**src/rtl/baud_ce_pkg.sv**
```systemverilog
// Shared defaults and named divisors for the UART baud clock-enable generator.
// Ports: none (package only).
// Divisors assume a 100 MHz core clock and 16x oversampling.
package baud_ce_pkg;

  localparam int CNT_W_DEF   = 16;
  localparam int OVS_DEF     = 16;
  localparam int FRAC_W_DEF  = 4;
  localparam int DIV_RST_DEF = 651;

  // 100 MHz / (baud * 16), rounded to nearest.
  localparam int DIV_9600_100M   = 651;
  localparam int DIV_115200_100M = 54;

endpackage

```
**src/rtl/ce_prescaler.sv**
```systemverilog
// Prescaler for baud_ce_gen: counts 0..D-1 and flags the wrap edge; holds the
// divisor shadow register and transfers it only at period boundaries.
// Ports: clk_i/rst_i (sync, active-high), en_i, sync_i, div_we_i, div_in_i,
//   [div_frac_i when BAUD_CE_FRAC_EN], wrap_o (combinational), div_cur_o.
// Macro BAUD_CE_FRAC_EN adds a fractional accumulator that stretches a
// period by one cycle whenever the next accumulate would carry.
module ce_prescaler
  import baud_ce_pkg::*;
#(
  parameter int CNT_W   = CNT_W_DEF,
`ifdef BAUD_CE_FRAC_EN
  parameter int FRAC_W  = FRAC_W_DEF,
`endif
  parameter int DIV_RST = DIV_RST_DEF
) (
  input  logic              clk_i,
  input  logic              rst_i,
  input  logic              en_i,
  input  logic              sync_i,
  input  logic              div_we_i,
  input  logic [CNT_W-1:0]  div_in_i,
`ifdef BAUD_CE_FRAC_EN
  input  logic [FRAC_W-1:0] div_frac_i,
`endif
  output logic              wrap_o,
  output logic [CNT_W-1:0]  div_cur_o
);

  logic [CNT_W-1:0] cnt_q, cnt_d;
  logic [CNT_W-1:0] div_cur_q, div_cur_d;
  logic [CNT_W-1:0] shadow_q, shadow_d;
  logic             pend_q, pend_d;
  logic             pend_eff;
  logic             wr_ok;
  logic             load;
  logic             wrap;
  logic             ext;
  logic [CNT_W:0]   term;

`ifdef BAUD_CE_FRAC_EN
  logic [FRAC_W-1:0] frac_sh_q, frac_sh_d;
  logic [FRAC_W-1:0] frac_cur_q, frac_cur_d;
  logic [FRAC_W-1:0] acc_q, acc_d;
  logic [FRAC_W-1:0] acc_sum;
  // The period about to end is one cycle longer if this wrap's add carries.
  assign {ext, acc_sum} = {1'b0, acc_q} + {1'b0, frac_cur_q};
`else
  assign ext = 1'b0;
`endif

  // A zero divisor would stall the prescaler, so such writes are dropped.
  assign wr_ok    = div_we_i && (div_in_i != '0);
  assign pend_eff = wr_ok || pend_q;

  // Terminal count is D-1 (+1 on a fractional stretch). Using >= keeps the
  // counter from running past terminal if a smaller divisor was loaded
  // while EN was low.
  assign term = {1'b0, div_cur_q} - {{CNT_W{1'b0}}, 1'b1} + {{CNT_W{1'b0}}, ext};
  assign wrap = en_i && !sync_i && ({1'b0, cnt_q} >= term);

  // Safe points to swap divisors: period boundary, stalled, or phase restart.
  assign load = wrap || !en_i || sync_i;

  always_comb begin
    cnt_d = cnt_q;
    if (sync_i) begin
      cnt_d = '0;
    end else if (en_i) begin
      cnt_d = wrap ? '0 : cnt_q + 1'b1;
    end
    shadow_d  = wr_ok ? div_in_i : shadow_q;
    pend_d    = pend_eff && !load;
    div_cur_d = (load && pend_eff) ? shadow_d : div_cur_q;
  end

`ifdef BAUD_CE_FRAC_EN
  always_comb begin
    frac_sh_d  = wr_ok ? div_frac_i : frac_sh_q;
    frac_cur_d = (load && pend_eff) ? frac_sh_d : frac_cur_q;
    acc_d      = acc_q;
    if (sync_i) begin
      acc_d = '0;
    end else if (wrap) begin
      acc_d = acc_sum;
    end
  end

  always_ff @(posedge clk_i) begin
    if (rst_i) begin
      frac_sh_q  <= '0;
      frac_cur_q <= '0;
      acc_q      <= '0;
    end else begin
      frac_sh_q  <= frac_sh_d;
      frac_cur_q <= frac_cur_d;
      acc_q      <= acc_d;
    end
  end
`endif

  always_ff @(posedge clk_i) begin
    if (rst_i) begin
      cnt_q     <= '0;
      div_cur_q <= CNT_W'(DIV_RST);
      shadow_q  <= CNT_W'(DIV_RST);
      pend_q    <= 1'b0;
    end else begin
      cnt_q     <= cnt_d;
      div_cur_q <= div_cur_d;
      shadow_q  <= shadow_d;
      pend_q    <= pend_d;
    end
  end

  assign wrap_o    = wrap;
  assign div_cur_o = div_cur_q;

endmodule

```
**src/rtl/baud_ce_gen.sv**
```systemverilog
// UART baud clock-enable generator: oversample, mid-bit and bit-end strobes.
// Ports: CLK, RST (sync, active-high), EN, SYNC (phase restart), DIV_WE/DIV_IN
//   (divisor update), [DIV_FRAC when BAUD_CE_FRAC_EN], CE_OVS, CE_HALF, CE_BIT,
//   DIV_CUR. All strobes are registered one-cycle pulses. OVS must be even, >= 4.
module baud_ce_gen
  import baud_ce_pkg::*;
#(
  parameter int CNT_W   = CNT_W_DEF,
  parameter int OVS     = OVS_DEF,
`ifdef BAUD_CE_FRAC_EN
  parameter int FRAC_W  = FRAC_W_DEF,
`endif
  parameter int DIV_RST = DIV_RST_DEF
) (
  input  logic              CLK,
  input  logic              RST,
  input  logic              EN,
  input  logic              SYNC,
  input  logic              DIV_WE,
  input  logic [CNT_W-1:0]  DIV_IN,
`ifdef BAUD_CE_FRAC_EN
  input  logic [FRAC_W-1:0] DIV_FRAC,
`endif
  output logic              CE_OVS,
  output logic              CE_HALF,
  output logic              CE_BIT,
  output logic [CNT_W-1:0]  DIV_CUR
);

  localparam int              PH_W    = $clog2(OVS);
  localparam logic [PH_W-1:0] PH_LAST = PH_W'(OVS - 1);
  localparam logic [PH_W-1:0] PH_HALF = PH_W'(OVS / 2 - 1);

  logic            wrap;
  logic [PH_W-1:0] phase_q, phase_d;
  logic            ce_ovs_q, ce_ovs_d;
  logic            ce_half_q, ce_half_d;
  logic            ce_bit_q, ce_bit_d;

  ce_prescaler #(
    .CNT_W   (CNT_W),
`ifdef BAUD_CE_FRAC_EN
    .FRAC_W  (FRAC_W),
`endif
    .DIV_RST (DIV_RST)
  ) u_prescaler (
    .clk_i      (CLK),
    .rst_i      (RST),
    .en_i       (EN),
    .sync_i     (SYNC),
    .div_we_i   (DIV_WE),
    .div_in_i   (DIV_IN),
`ifdef BAUD_CE_FRAC_EN
    .div_frac_i (DIV_FRAC),
`endif
    .wrap_o     (wrap),
    .div_cur_o  (DIV_CUR)
  );

  // wrap is already suppressed by SYNC and EN=0, so strobes fall to 0 there.
  always_comb begin
    phase_d   = phase_q;
    ce_ovs_d  = wrap;
    ce_half_d = wrap && (phase_q == PH_HALF);
    ce_bit_d  = wrap && (phase_q == PH_LAST);
    if (SYNC) begin
      phase_d = '0;
    end else if (wrap) begin
      phase_d = (phase_q == PH_LAST) ? '0 : phase_q + 1'b1;
    end
  end

  always_ff @(posedge CLK) begin
    if (RST) begin
      phase_q   <= '0;
      ce_ovs_q  <= 1'b0;
      ce_half_q <= 1'b0;
      ce_bit_q  <= 1'b0;
    end else begin
      phase_q   <= phase_d;
      ce_ovs_q  <= ce_ovs_d;
      ce_half_q <= ce_half_d;
      ce_bit_q  <= ce_bit_d;
    end
  end

  assign CE_OVS  = ce_ovs_q;
  assign CE_HALF = ce_half_q;
  assign CE_BIT  = ce_bit_q;

endmodule

```
**config.mk**
```make
export PLATFORM = sky130hd
export DESIGN_NAME = baud_ce_gen
export DESIGN_NICKNAME = d
export VERILOG_FILES = /design/src/rtl/baud_ce_pkg.sv /design/src/rtl/ce_prescaler.sv /design/src/rtl/baud_ce_gen.sv
export SDC_FILE = /design/constraint.sdc
export NUM_CORES = 1
export LEC_CHECK = 0
export CAP_MARGIN = 20
export CORE_MARGIN = 3
export CORE_UTILIZATION = 58
export DETAILED_ROUTE_END_ITERATION = 8
export DONT_BUFFER_PORTS = 1
export GPL_TIMING_DRIVEN = 0
export PLACE_DENSITY = 0.77
export SLEW_MARGIN = 5
export SYNTH_ARGS = -nofsm -noshare
export SYNTH_HDL_FRONTEND = slang
export SYNTH_SLANG_ARGS = --single-unit
export TNS_END_PERCENT = 10
```
**constraint.sdc**
```tcl
create_clock -name CLK -period 3.92 [get_ports CLK]
set_clock_uncertainty 0.15 [all_clocks]
set_input_delay 0.784 -clock CLK [delete_from_list [all_inputs] [get_ports CLK]]
set_output_delay 0.784 -clock CLK [all_outputs]
set_load 0.03 [all_outputs]
```
### Word-level counts from Yosys, hierarchy flattened

Index checks and enable logic that the tools add are counted.

* $add $sub $neg: 3
* equality and inequality tests: 2
* reduce and logical (&&, ||, !) cells: 15
* $lt $le $gt $ge: 1
* muxes and demuxes: 3

Operator list (number)
* $mux 16: 2
* $ge 16x17->1: 1
* $sub 16x1->17 const B: 1
* $add 16x1->16 const B: 1
* $reduce_bool 16->1: 1
* $logic_and 1x1->1: 7
* $add 4x1->4 const B: 1
* $eq 4x3->1 const B: 1
* $eq 4x4->1 const B: 1
* $mux 4: 1
* $logic_not 1->1: 3
* $logic_or 1x1->1: 3
* $reduce_or 2->1: 1

* bits in registers: 56
* output and inout bits: 19
* word-level logic and storage cells: 32
* bits of input ports: 21

### Depth between registers and ports, before layout

Gate-level depths: netlist (run 1).

* depth after elaboration: 7
* depth in mapped cells: 15
* gate-level depth less buffers: 14

### Hierarchy

From an unflattened synthesis (run 1), not the netlist that was laid out.

* cell total of the unflattened synthesis: 308
* area total of the unflattened synthesis: 2792.7 um^2

Modules (own cells, without submodules)
* ce_prescaler: times used 1, seq. area each 980.9 um^2, cells each 282, area each 2512.4 um^2
* baud_ce_gen: times used 1, seq. area each 140.1 um^2, cells each 26, area each 280.3 um^2

### Worst setup path after synthesis (run 1)

OpenSTA, ideal clock, no wires.

* kind: reg-to-reg
* start: register u_prescaler.div_cur_q[0], in the netlist u_prescaler.div_cur_o[0]
* end: register u_prescaler.div_cur_q[10], in the netlist u_prescaler.div_cur_o[10]
* library setup time: 0.121 ns
* required time: 3.649 ns
* path slack: 0.362 ns
* cell stages (with the launch flop): 16
* path buffers: 1
* arrival time: 3.287 ns
* clock period less this slack: 3.558 ns
* cells stage by stage: dfxtp_1 inv_1 ha_1 nor3b_2 nand3_1 nor4_1 xnor2_1 ha_1 nand4_1 nor4_1 a211o_1 a211o_1 nor2_2 a31oi_4 buf_8 mux2_4

* longest elaborated chain between the ends: 6

RTL lines
* start: declaration: RTL line ce_prescaler.sv:30 `logic [CNT_W-1:0] div_cur_q, div_cur_d;`
* start signal: assignment: RTL line ce_prescaler.sv:104 `div_cur_q <= CNT_W'(DIV_RST);`
* start signal: assignment: RTL line ce_prescaler.sv:109 `div_cur_q <= div_cur_d;`
* $sub 16x1->17: RTL line ce_prescaler.sv:58 `assign term = {1'b0, div_cur_q} - {{CNT_W{1'b0}}, 1'b1} + {{CNT_W{1'b0}}, ext};`
* $ge 16x17->1: RTL line ce_prescaler.sv:59 `assign wrap = en_i && !sync_i && ({1'b0, cnt_q} >= term);`
* $logic_and 1x1->1: RTL line ce_prescaler.sv:59
* $logic_or 1x1->1 (2 in a row): RTL line ce_prescaler.sv:62 `assign load = wrap || !en_i || sync_i;`
* $logic_and 1x1->1: RTL line ce_prescaler.sv:73 `div_cur_d = (load && pend_eff) ? shadow_d : div_cur_q;`

No other way between the ends.
A chain may end at the register's enable or synchronous reset.

### Worst setup path in the final report (run 1)

* start: register u_prescaler.div_cur_q[0], in the netlist u_prescaler.div_cur_o[0]
* end: register u_prescaler.div_cur_q[8], in the netlist u_prescaler.div_cur_o[8]

The elaborated chain is that of the path after synthesis.

==> results.py, run 1 <==
metrics = {
    "critical_path": {
        "critical_path.cell_chain": "inv_1, ha_1, nor3b_4, nand3_2, nor2_1, xnor2_1, ha_1, nand4_2, nor4_1, a211o_1, a211o_1, nor2_4, a31oi_4, buf_8, mux2_4",
        "crit_path_max_fanout": 10,
        "reg2reg_depth": 15,
        "ff2ff_setup_slack_ns": 0.17,
        "setup_crit_start_kind": "flip-flop",
        "worst_setup_path_end_kind": "flip-flop",
        "crit_arrival_ns": 3.81,
        "critical_path_class": "flip-flop to flip-flop",
        "worst-endpoint-required_ns": 3.98,
        "critical-path-slowest-cell": "sky130_fd_sc_hd__dfxtp_2",
        "cpPeakStageDelay_ns": 0.41,
    },
    "clock_network": {
        "clk_latency_ns": 0.31,
        "clockBufferDepth": 2,
        "clk_pin_slew_worst_paths_ns": 0.10,
        "cts_htree_levels": 2,
        "cts.hold.buffers_added": 0,
        "tritoncts.num_buffers": 5,
        "root_buffer": "sky130_fd_sc_hd__clkbuf_8",
        "clock_sinks": 56,
        "tritoncts": "done",
    },
    "timing": {
        "rsz_0062_raised_after_global_routing": "true",
        "layout_worst_path_cycle_share_pct": 95.7,
        "timing.final.crit_period_ns": 3.75,
        "finalMaxSlewViolations": 0,
        "hold_violations": 0,
        "relSlewSlack_pct": 59.8,
        "hold_ws_ns": 0.321,
        "finalSetupViolations": 0,
        "total_negative_slack_ns": 0,
        "worst_slew_pin_slew_ns": 0.603,
        "maxClockFrequency_mhz": 267,
    },
    "synthesis": {
        "synth.avg_cell_area_um2": 9.14,
        "synth_seq_cells": 56,
        "synth_nets": 359,
        "portion_of_the_post_synthesis_area_used_by_sequential_elements_pct": 38.4,
        "ys_types": 44,
        "ys_async_sr_fraction_pct": 0,
        "post_synth_inst_count": 319,
        "ys.flop_type": "sky130_fd_sc_hd__dfxtp_1",
        "syn_area_um2": 2920,
        "count_of_flip_flops_with_a_built_in_enable_after_synthesis": 0,
        "yosys_warnings": 0,
    },
    "placement": {
        "dp.cells": 386,
        "numPortBuffers": 0,
        "detailed_place_hpwl_mm": 4.65,
        "gpl.final_weighted_congestion": 0.847,
    },
    "power": {
        "p_leak_nw": 1.21,
        "power-per-cell-area_nw_per_um2": 340,
        "design_power_total_mw": 1.07,
        "vdd_ir_drop_max_v": 0.000297,
    },
    "die": {
        "fp-row-count": 25,
        "die_height_um": 76.9,
        "start_util_pct": 60.9,
        "floorplan.core_area_um2": 4790,
        "io-pin-count": 40,
        "chipWidth_um": 76.9,
        "fp.dieArea_um2": 5920,
    },
    "route": {
        "via_total_after_detailed_routing": 2250,
        "antenna_left": 0,
        "post_drt_via_cell_ratio": 5.70,
        "firstDrtPassIters": 4,
        "post-route-drc-count": 0,
        "first_iter_violations": 118,
        "avgRoutedWirePerCell_um": 15.6,
        "routed_wl_mm": 6.16,
    },
    "cells_and_area": {
        "n_antenna_cell": 0,
        "finish.cell_count_without_fillers": 395,
        "drive_gt1_share_pct": 14.9,
        "nNetsFinal": 367,
        "final_common_cell": "sky130_fd_sc_hd__dfxtp_1",
        "layout_common_cells": "sky130_fd_sc_hd__dfxtp_1, sky130_fd_sc_hd__nand2_1, sky130_fd_sc_hd__nor2_1, sky130_fd_sc_hd__ha_1, sky130_fd_sc_hd__a21oi_1",
        "post_synthesis_to_final_layout_area_growth_pct": 7.94,
    },
    "global_route": {
        "pin_count_of_the_biggest_net_entering_global_routing": 19,
        "global_route.usage.total_pct": 21.5,
        "grt_antenna_before_repair": 0,
        "grt_pass1_wl_mm": 10.4,
        "vias_in_the_first_global_route": 2191,
        "globalRouteOverflowTotal": 0,
    },
    "status": {
        "run_status": "finished clean",
    },
    "hold_path": {
        "holdCritPathClass": "flip-flop to flip-flop",
        "worst_hold_stages": 2,
    },
    "flow_run": {
        "cap_violations": 0,
    },
}
## through the flow
step / area, um^2 / worst slack, ns / util, %
floorplan: 2920 / 0.362 / -
global placement: 3000 / 0.00851 / 62.7
detailed placement: 3000 / -0.0367 / 62.7
CTS: 3100 / 0.0524 / 64.7
global route: 3150 / -0.0226 / 65.8
finish: 3150 / 0.169 / 65.8
## report_power, final
group | internal [mW] | leakage [nW] | switching [mW]
clock | 0.127 | 0.0445 | 0.197
sequential | 0.590 | 0.457 | 0.0465
combinational | 0.0524 | 0.713 | 0.0573
## layer usage
metal | up-vias | track usage [%] | wire, um
met4 | 0 | 5.80 | 61
met1 | 1061 | 28.6 | 2890
li1 | 1138 | - | -
met3 | 6 | 4.46 | 245
met5 | - | 0 | 0
met2 | 45 | 35.1 | 2960
## state kept, by name, summed over array words and instances, names as in the netlist
signal                 count
u_prescaler.cnt_q         16
u_prescaler.div_cur_o     16
u_prescaler.shadow_q      16
phase_q                    4
CE_BIT                     1
CE_HALF                    1
CE_OVS                     1
u_prescaler.pend_q         1
## synthesized netlist by cell type (5+ instances only)
cell | count | area (um^2)
sky130_fd_sc_hd__dfxtp_1 | 56 | 1120
sky130_fd_sc_hd__nor2_1 | 31 | 116
sky130_fd_sc_hd__clkbuf_1 | 7 | 26.3
sky130_fd_sc_hd__nor4_1 | 11 | 68.8
sky130_fd_sc_hd__nand4_1 | 6 | 37.5
sky130_fd_sc_hd__a21oi_1 | 17 | 85.1
sky130_fd_sc_hd__nand3_1 | 17 | 85.1
sky130_fd_sc_hd__inv_1 | 5 | 18.8
sky130_fd_sc_hd__mux2_4 | 10 | 150
sky130_fd_sc_hd__nand2_1 | 39 | 146
sky130_fd_sc_hd__xor2_1 | 11 | 96.3
sky130_fd_sc_hd__mux2_2 | 6 | 67.6
sky130_fd_sc_hd__or2_2 | 6 | 37.5
sky130_fd_sc_hd__nor2b_1 | 12 | 75.1
sky130_fd_sc_hd__xnor2_1 | 16 | 140
sky130_fd_sc_hd__ha_1 | 19 | 238
sky130_fd_sc_hd__and3_1 | 8 | 50.1
## critical path: cells and delay by family (launching register included)
kind	cells	cell delay, ns
muxes	1	0.31
adders and majority gates	2	0.54
xor gates and xnor gates	1	0.08
and+or+nand+nor	6	1.16
DFF	1	0.41
AOI/OAI and AO/OA	3	0.66
buffers and inverters	2	0.32
## layout make-up
class	count	area (um^2)
fillers	392	1640
flip-flops and latches	56	1120
multi-input cells	247	1760
clock buffers	5	68.8
well taps	67	83.8
clock inverters	3	21.3
plain buffers	11	58.8
repair buffers	1	7.51
inverters	5	18.8
## worst paths after layout
| kind | startpoint | to |
|---|---|---|
| max | u_prescaler.div_cur_o[0] | u_prescaler.div_cur_o[8] |
| min reg2reg | u_prescaler.shadow_q[14] | u_prescaler.shadow_q[14] |
| min | u_prescaler.shadow_q[14] | u_prescaler.shadow_q[14] |
| max reg2reg | u_prescaler.div_cur_o[0] | u_prescaler.div_cur_o[8] |
## logic make-up after synthesis
group / after synthesis / synth area share (%)
flip-flops: 56 / 38.4
adder cells (fa/ha/maj): 19 / 8.15
buffers and inverters: 16 / 2.66
AO/OA/AOI/OAI: 35 / 8.32
AND/OR/NAND/NOR: 148 / 26.2
XOR/XNOR: 27 / 8.11
multiplexers: 18 / 8.15
## timing repair
action,in CTS,in global routing
buffers inserted,0,1
gates resized for setup,2,8
pin swaps,0,2
endpoints found under the setup margin,10,21
Power figures use the tool's default switching activity.
==> run 2: changes to the inputs <==
--- a/config.mk
+++ b/config.mk
@@ -16,4 +16,3 @@
 export SYNTH_ARGS = -nofsm -noshare
 export SYNTH_HDL_FRONTEND = slang
 export SYNTH_SLANG_ARGS = --single-unit
-export TNS_END_PERCENT = 10
==> results of run 2 <==
The final DEF is identical to that of run 1; final timing and power are the same.
==> run 3: changes to the inputs <==
--- a/config.mk
+++ b/config.mk
@@ -16,3 +16,4 @@
 export SYNTH_ARGS = -nofsm -noshare
 export SYNTH_HDL_FRONTEND = slang
 export SYNTH_SLANG_ARGS = --single-unit
+export TNS_END_PERCENT = 30
==> results of run 3 <==
The final DEF is identical to that of run 1; final timing and power are the same.
